$ cat config.mk
export PLATFORM = sky130hd
export DESIGN_NAME = pc_sequencer
export DESIGN_NICKNAME = d
export VERILOG_FILES = /design/src/rtl/seq_pkg.sv /design/src/rtl/jump_lut.sv /design/src/rtl/pc_sequencer.sv
export SDC_FILE = /design/constraint.sdc
export NUM_CORES = 1
export LEC_CHECK = 0
export CAP_MARGIN = 0
export CORE_AREA = 2 2 51 53
export CTS_BUF_LIST = sky130_fd_sc_hd__clkbuf_4
export DETAILED_ROUTE_END_ITERATION = 6
export DIE_AREA = 0 0 53 55
export PLACE_DENSITY = 0.74
export SLEW_MARGIN = 20
export SYNTH_ARGS = -nofsm -noshare
export SYNTH_HDL_FRONTEND = slang
export SYNTH_SLANG_ARGS = --single-unit
$ cat constraint.sdc
create_clock -name Clk -period 5.1 [get_ports Clk]
set_input_delay 1.02 -clock Clk [delete_from_list [all_inputs] [get_ports Clk]]
set_output_delay 1.02 -clock Clk [all_outputs]
set_load 0.02 [all_outputs]
$ cat src/rtl/seq_pkg.sv
// Shared types and constant tables for the pc_sequencer program-flow controller.
// Holds the FSM state enum, the halt opcode, the entry-point table and the jump-target table.
package seq_pkg;

  localparam int unsigned SEQ_PC_W  = 10;
  localparam int unsigned SEQ_LUT_N = 16;

  typedef enum logic [1:0] {
    ST_IDLE  = 2'd0,
    ST_ARMED = 2'd1,
    ST_RUN   = 2'd2,
    ST_HALT  = 2'd3
  } seq_state_e;

  localparam logic [5:0] HALT_OPC = 6'b111111;

  localparam logic [SEQ_PC_W-1:0] ENTRY [3] = '{
    10'h000, 10'h040, 10'h200
  };

  localparam logic [SEQ_PC_W-1:0] JTAB [SEQ_LUT_N] = '{
    10'h000, 10'h030, 10'h07C, 10'h100, 10'h155, 10'h1A0, 10'h200, 10'h2AA,
    10'h2F0, 10'h333, 10'h380, 10'h3C0, 10'h3F0, 10'h3FC, 10'h3FE, 10'h3FF
  };

  // Program select 3 has no table slot and falls back to entry 0.
  function automatic logic [SEQ_PC_W-1:0] entry_pc(input logic [1:0] sel);
    logic [SEQ_PC_W-1:0] pc;
    case (sel)
      2'd1:    pc = ENTRY[1];
      2'd2:    pc = ENTRY[2];
      default: pc = ENTRY[0];
    endcase
    return pc;
  endfunction

endpackage

$ cat src/rtl/jump_lut.sv
// Combinational jump-target lookup: decoder LUT index to absolute program address.
// Kept as its own block so a loadable table can replace the constant one later.
module jump_lut
  import seq_pkg::*;
#(
  parameter int unsigned PC_W  = SEQ_PC_W,
  parameter int unsigned LUT_W = 4
) (
  input  logic [LUT_W-1:0] lut_ptr_i,
  output logic [PC_W-1:0]  target_o
);

  always_comb begin
    target_o = PC_W'(JTAB[lut_ptr_i]);
  end

endmodule

$ cat src/rtl/pc_sequencer.sv
// Program-flow controller: PC, Start/Done handshake, entry select, jumps and halt detection.
// Optional executed-cycle counter is built when CYCLE_CNT_EN is defined.
module pc_sequencer
  import seq_pkg::*;
#(
  parameter int unsigned PC_W  = SEQ_PC_W,
  parameter int unsigned LUT_W = 4
) (
  input  logic             Clk,
  input  logic             Reset,
  input  logic             Start,
  input  logic [1:0]       ProgSel,
  input  logic [8:0]       Instr,
  input  logic             JmpEn,
  input  logic [LUT_W-1:0] LutPointer,
  output logic [PC_W-1:0]  ProgCtr,
  output logic             RunEn,
  output logic             Done
`ifdef CYCLE_CNT_EN
  ,
  output logic [15:0]      CycleCnt
`endif
);

  seq_state_e      state_q, state_d;
  logic [PC_W-1:0] pc_q, pc_d;
  logic            done_q, done_d;
  logic [PC_W-1:0] jmp_target;
  logic            is_halt;
  logic            unused_instr_low;

  assign unused_instr_low = ^Instr[2:0];
  assign is_halt          = (Instr[8:3] == HALT_OPC);

  jump_lut #(
    .PC_W  (PC_W),
    .LUT_W (LUT_W)
  ) u_jump_lut (
    .lut_ptr_i (LutPointer),
    .target_o  (jmp_target)
  );

  // Next-state, next-PC and write qualifier.
  always_comb begin
    state_d = state_q;
    pc_d    = pc_q;
    RunEn   = 1'b0;
    case (state_q)
      ST_IDLE: begin
        if (Start) state_d = ST_ARMED;
      end
      ST_ARMED: begin
        pc_d = PC_W'(entry_pc(ProgSel));
        if (!Start) state_d = ST_RUN;
      end
      ST_RUN: begin
        // Host abort outranks halt, jump and increment.
        if (Start) begin
          state_d = ST_ARMED;
        end else if (is_halt) begin
          state_d = ST_HALT;
        end else begin
          RunEn = 1'b1;
          if (JmpEn) begin
            pc_d = jmp_target;
          end else if (&pc_q) begin
            state_d = ST_HALT;
          end else begin
            pc_d = pc_q + PC_W'(1);
          end
        end
      end
      ST_HALT: begin
        if (Start) state_d = ST_ARMED;
      end
      default: state_d = ST_IDLE;
    endcase
    done_d = (state_d == ST_HALT);
  end

  always_ff @(posedge Clk) begin
    if (Reset) begin
      state_q <= ST_IDLE;
      pc_q    <= '0;
      done_q  <= 1'b0;
    end else begin
      state_q <= state_d;
      pc_q    <= pc_d;
      done_q  <= done_d;
    end
  end

  assign ProgCtr = pc_q;
  assign Done    = done_q;

`ifdef CYCLE_CNT_EN
  logic [15:0] cnt_q, cnt_d;

  // Counts RUN cycles (halt cycle included), saturating; cleared while armed.
  always_comb begin
    cnt_d = cnt_q;
    if (state_q == ST_ARMED) begin
      cnt_d = '0;
    end else if (state_q == ST_RUN && cnt_q != 16'hFFFF) begin
      cnt_d = cnt_q + 16'd1;
    end
  end

  always_ff @(posedge Clk) begin
    if (Reset) cnt_q <= '0;
    else       cnt_q <= cnt_d;
  end

  assign CycleCnt = cnt_q;
`endif

endmodule

# Yosys cells after proc, flatten, opt, wreduce, memory -nomap -nowiden
# Memories as Yosys holds them, arrays and structs flattened.
# Cells that the tools add are included.
# Widths: inputs -> output; s select.
[word_totals] wordCells=40 mem_bits_ro=160 register_bits=13 latch_bits=0 ramBits=0 n_memories=1
[op_classes] n_mul=0 div=0 n_reduce_logical=5 muxes=18 eq_ne=10 order_cmp=1 n_addsub=1 bitwise_logic=1 n_shift=0
[mem_list] name="(name not given)" words=16 width=10 rd=1 rd_clocked_by_memory_dff=0 write_ports=0 line_no="jump_lut.sv:14" source="target_o = PC_W'(JTAB[lut_ptr_i]);"
[ops] op="$mux 10" count=6
[ops] op="$pmux 10 s2" count=2
[ops] op="$mux 2" count=6
[ops] op="$add 10x1->10 const B" count=1
[ops] op="$reduce_and 10->1" count=1
[ops] op="$eq 2x2->1 const B" count=4
[ops] op="$eq 6x6->1 const B" count=1
[ops] op="$pmux 2 s3" count=1
[ops] op="$ge 5x5->1 const B" count=1
[ops] op="$not 4->5" count=1
[ops] op="$eq 2x1->1 const B" count=2
[ops] op="$ne 2x2->1 const B" count=2
[ops] op="$reduce_and 4->1" count=1
[ops] op="$mux 1" count=3
[ops] op="$ne 3x3->1 const B" count=1
[ops] op="$logic_not 2->1" count=1
[ops] op="$reduce_bool 2->1" count=1
[ops] op="$reduce_or 2->1" count=1

# Logic depth before layout (Yosys ltp)
[logic_depth] word_depth=8 ltp_mapped=8 mapped_depth_nobuf=7

# Cells and area by module
# A second synthesis with hierarchy kept.
[hier_totals] cells_unflattened=154 hier_area_um2=1271.2
[by_module_without_submodules] mod="pc_sequencer" instances=1 area_per_inst_um2=1002.2 cells_per_inst=115
[by_module_without_submodules] mod="jump_lut" instances=1 area_per_inst_um2=269.0 cells_per_inst=39

# Worst setup path before layout
# OpenSTA, ideal clock, no wires.
[synth_timing] kind="in2out" startpoint="input port Instr[4]" endpoint="output port RunEn" arrival_ns=1.759 stages=3 t_required_ns=4.080 path_buffers=0 slack_ns=2.321 cell_sequence="nand2_1 -> o311ai_1 -> inv_1"
[synth_between] elab_chain_len=4
[synth_rtl] item="from (decl)" line_no="pc_sequencer.sv:13" source="input logic [8:0] Instr,"
[synth_rtl] item="$eq 6x6->1" line_no="pc_sequencer.sv:33" source="assign is_halt = (Instr[8:3] == HALT_OPC);"
[synth_rtl] item="$mux 1" line_no="pc_sequencer.sv:60" source="end else if (is_halt) begin"
[synth_rtl] item="$mux 1" line_no="pc_sequencer.sv:58" source="if (Start) begin"
[synth_rtl] item="$mux 1" line_no="pc_sequencer.sv:48" source="case (state_q)"
[synth_rtl] item="to (decl)" line_no="pc_sequencer.sv:17" source="output logic RunEn,"
# Every way passes these cells.

# Worst setup path in the final report
# Ends and elaborated chain as after synthesis.

==> summary.md <==
The sum of routed wire length over all layers came out at 2.61 mm. The total global-route track usage is 0.201, and the residual DRC count is 0. TritonCTS built the clock tree.

Slew at the pin with the worst max-slew slack: 0.680 ns. The synthesized netlist cell count came out at 141. The tools report the number of max-slew violations in the final report as 0. For this run, the top clock speed supported by timing is 261 MHz. Of all nets on the critical path, the largest fanout is 5. The root buffer cell chosen for the clock tree is clkbuf_4. After the first detailed-routing iteration, the DRC count stood at 21.

After synthesis, the largest family of logic cells by area is compound AO/OA/AOI/OAI gates. In this run the standard cell core region covers 2360 um^2. The sum of negative setup slack is 0 ns, and the pre-CTS setup slack is 1.30 ns. The tools report the global routing met2 resource utilization as 0.356. The number of clock buffers inserted by TritonCTS is 3. By area the synthesized netlist is led by dfxtp_1 25%, ha_1 8.3%, a21oi_1 6.6%, nand2_1 6.4%, o21ai_0 5.7%.

Once detail routing completed, the nets flagged for antenna violations numbered 0. In this run the power density over the cells is 175 nW/um^2. Row generation in the floorplan step produced 18 rows. The relative area change from synthesis to final layout came out at 30.2%. In this run, placement finished with an instance count of 193. The leakage power total was 0.510 nW; the final layout net count was 194.

The top-area cell type share of the netlist area came out at 0.246. Before antenna repair, the detailed router went through 4 iterations. For the total via count in the routed design, the log shows 1088. Each instance of the synthesized netlist takes up on average 7.49 um^2.

The worst-case IR drop observed on VDD is 0.000153 V. The number of different library cells used by synthesis comes to 42. Number of clock sinks seen by CTS: 13. The sequential element share of the synthesized area is 0.246, and the number of antenna violations at the first check in global routing is 0. The hold violation total from the final report is 0.

The type of origin of the critical path is a primary input. STA classifies the critical path endpoint as an output pin. Input and output buffers added on the ports amount to 27. Setup repair after global routing left no endpoint under its margin. Clock skew on the completed layout was measured at 0.00381 ns.

The endpoint required time on the critical path was 4.08 ns. The average wire per standard cell is 13.2 um. For the total placed instance area, the log shows 1350 um^2.

The headroom to the max-slew limit is 0.540. The share of the synthesized area in compound gates (AO/OA/AOI/OAI) works out to 0.295. The die covers 2920 um^2. The simple-gate portion of the synthesized area was 0.250. After clock tree synthesis, the flow added hold-fix buffers numbering 0. The floorplan step set the die height to 55 um. The tool flagged a number of max-cap violations equal to 0. Summed over all layers, the global routing overflow is 0. After filler insertion, the fill cell instance count of the layout stands at 230. Using the TritonRoute via totals, the vias-per-cell ratio works out to 5.52. Post-route non-filler standard cell count: 197. The logs give 1 for the maximum level of the CTS H-tree and 0.447 for the starting density of the core. The run gives 0 as the post-CTS resize count. Peak-usage layer in the global routing report: met2. The count of state elements after synthesis works out to 13.

Post-CTS setup buffer count: 0. The logs give 0.581 for the core utilization of the finished layout and 1380 um^2 for the final non-filler cell area. The first-pass GRT wire length is 4.32 mm. Worst min-delay path class: flip-flop to flip-flop. For the worst-skew pair, the clock arrives at the later sink with an insertion delay of 0.27 ns. The adder and majority gate portion of the synthesized area is 0.0829.

The startpoint-to-endpoint class of the critical path is primary input to output pin. Layout cell share with drive strength beyond 1: 0.0778. The die span in x is 53 um. Fraction of met3 tracks used by global routing: 0.0511. The tightest hold path in the finished design has a slack of 0.515 ns. For this run, the number of Yosys warnings is 0.

The maximum number of pins on one net before global-route repair is 17, and the share of cell area taken by muxes after synthesis is 0.0107. The count of flip-flops with a built-in enable after synthesis came out at 0. For the total power of the final layout, the log shows 240 uW. For this design the top-level I/O count stands at 31. For the number of global-route vias before repair, the log shows 1011.

Setup slack closes at 1.27 ns. The flow ran to the end, and the final reports show no timing, DRC or antenna violations. The net count after synthesis came out at 167.

For the antenna cell count, the log shows 0. Clock-pin slew was measured on the worst setup and hold paths at 0.08 ns. Setup violations remaining at the end of the flow were counted as 0.

Detailed placement ended at an HPWL of 2.00 mm. The cell taking the most area after synthesis is dfxtp_1. The run gives 0.246 as the met1 usage.

In this run the cell area of the synthesized design comes to 1060 um^2. Routability-driven placement congestion ratio: 0.834. The proportion of synthesized flip-flops having asynchronous set or reset was 0; the arrival time at the worst endpoint was 2.81 ns. Xor and xnor area share after synthesis: 0.0581.

Counting I/O delays and the setup requirement, the final critical path takes 3.83 ns. The run gives 2 as the worst-case clock buffer depth. Most instantiated flip-flop cell in the synthesis netlist: dfxtp_1. Fraction of the cycle the final worst path needs: 0.751.
==> state kept, by name, summed over array words and instances, names as in the netlist <==
signal	cells
Done	1
ProgCtr	10
state_q	2
==> cell usage after synthesis, types with 2 or more instances <==
cell type   n
a21oi_1    14
dfxtp_1    13
nor2_1     11
ha_1        7
a31oi_1     4
o211ai_1    3
o21ai_0    12
nand3_1     2
clkbuf_1    5
nand4_1     3
nand2_1    18
inv_1      11
nand2b_1    2
xor2_1      3
xnor2_1     4
nor2b_1     2
o22ai_1     2
==> where the power goes <==
group	switching [mW]	leakage (nW)	internal [mW]
Sequential	0.00372	0.105	0.105
Combinational	0.0331	0.386	0.0310
Clock	0.0324	0.0184	0.0356
==> worst max-delay path, cell delays in order <==
cell and delay [ns]:
clkdlybuf4s50_1 0.45, nand2_1 0.07, o311ai_1 0.62, inv_1 0.09, clkdlybuf4s50_1 0.56
==> path summary, 6_finish.rpt <==
path	start	to	slack (ns)	cells after the start
worst max-delay path	Instr[4]	RunEn	1.27	5
worst min-delay path	ProgCtr[8]	ProgCtr[8]	0.52	2
worst max register to register	state_q[0]	ProgCtr[2]	3.05	6
worst min register to register	ProgCtr[8]	ProgCtr[8]	0.52	2
==> placed cells by master (no fill, tap or decap), types with 2 or more instances in the layout <==
master	synthesis	layout
nand3_1	2	2
o22ai_1	2	2
o211ai_1	3	3
nor2b_1	2	2
o21ai_0	12	12
nand4_1	3	3
clkbuf_4	0	4
xnor2_1	4	4
dfxtp_1	13	13
nor2_1	11	11
nand2_1	18	18
clkdlybuf4s50_1	0	27
ha_1	7	7
a21oi_1	14	14
a31oi_1	4	4
xor2_1	3	3
nand2b_1	2	2
inv_1	11	11
==> kinds of logic (layout without fill, tap and decap cells) <==
group           count (synthesis)  after routing
xor+xnor                        7              7
flops                          13             13
compound gates                 48             48
mux                             1              1
fa+ha+maj                       7              7
buf+inv                        16             42
simple gates                   49             49
==> routing by layer <==
| layer | vias to the layer above | part of all wire |
|---|---|---|
| met2 | 29 | 0.48 |
| met5 | - | 0 |
| li1 | 561 | - |
| met4 | 0 | 0.016 |
| met3 | 4 | 0.054 |
| met1 | 494 | 0.45 |
==> area by class of cell <==
cell class	count	area, um^2	area share
inverter	11	41.3	0.0300
sequential	13	260	0.189
tap	30	37.5	0.0273
timing repair buffer	27	270	0.197
clock buffer	4	30.0	0.0218
multi-input combinational	112	736	0.535
Power figures use the tool's default switching activity.
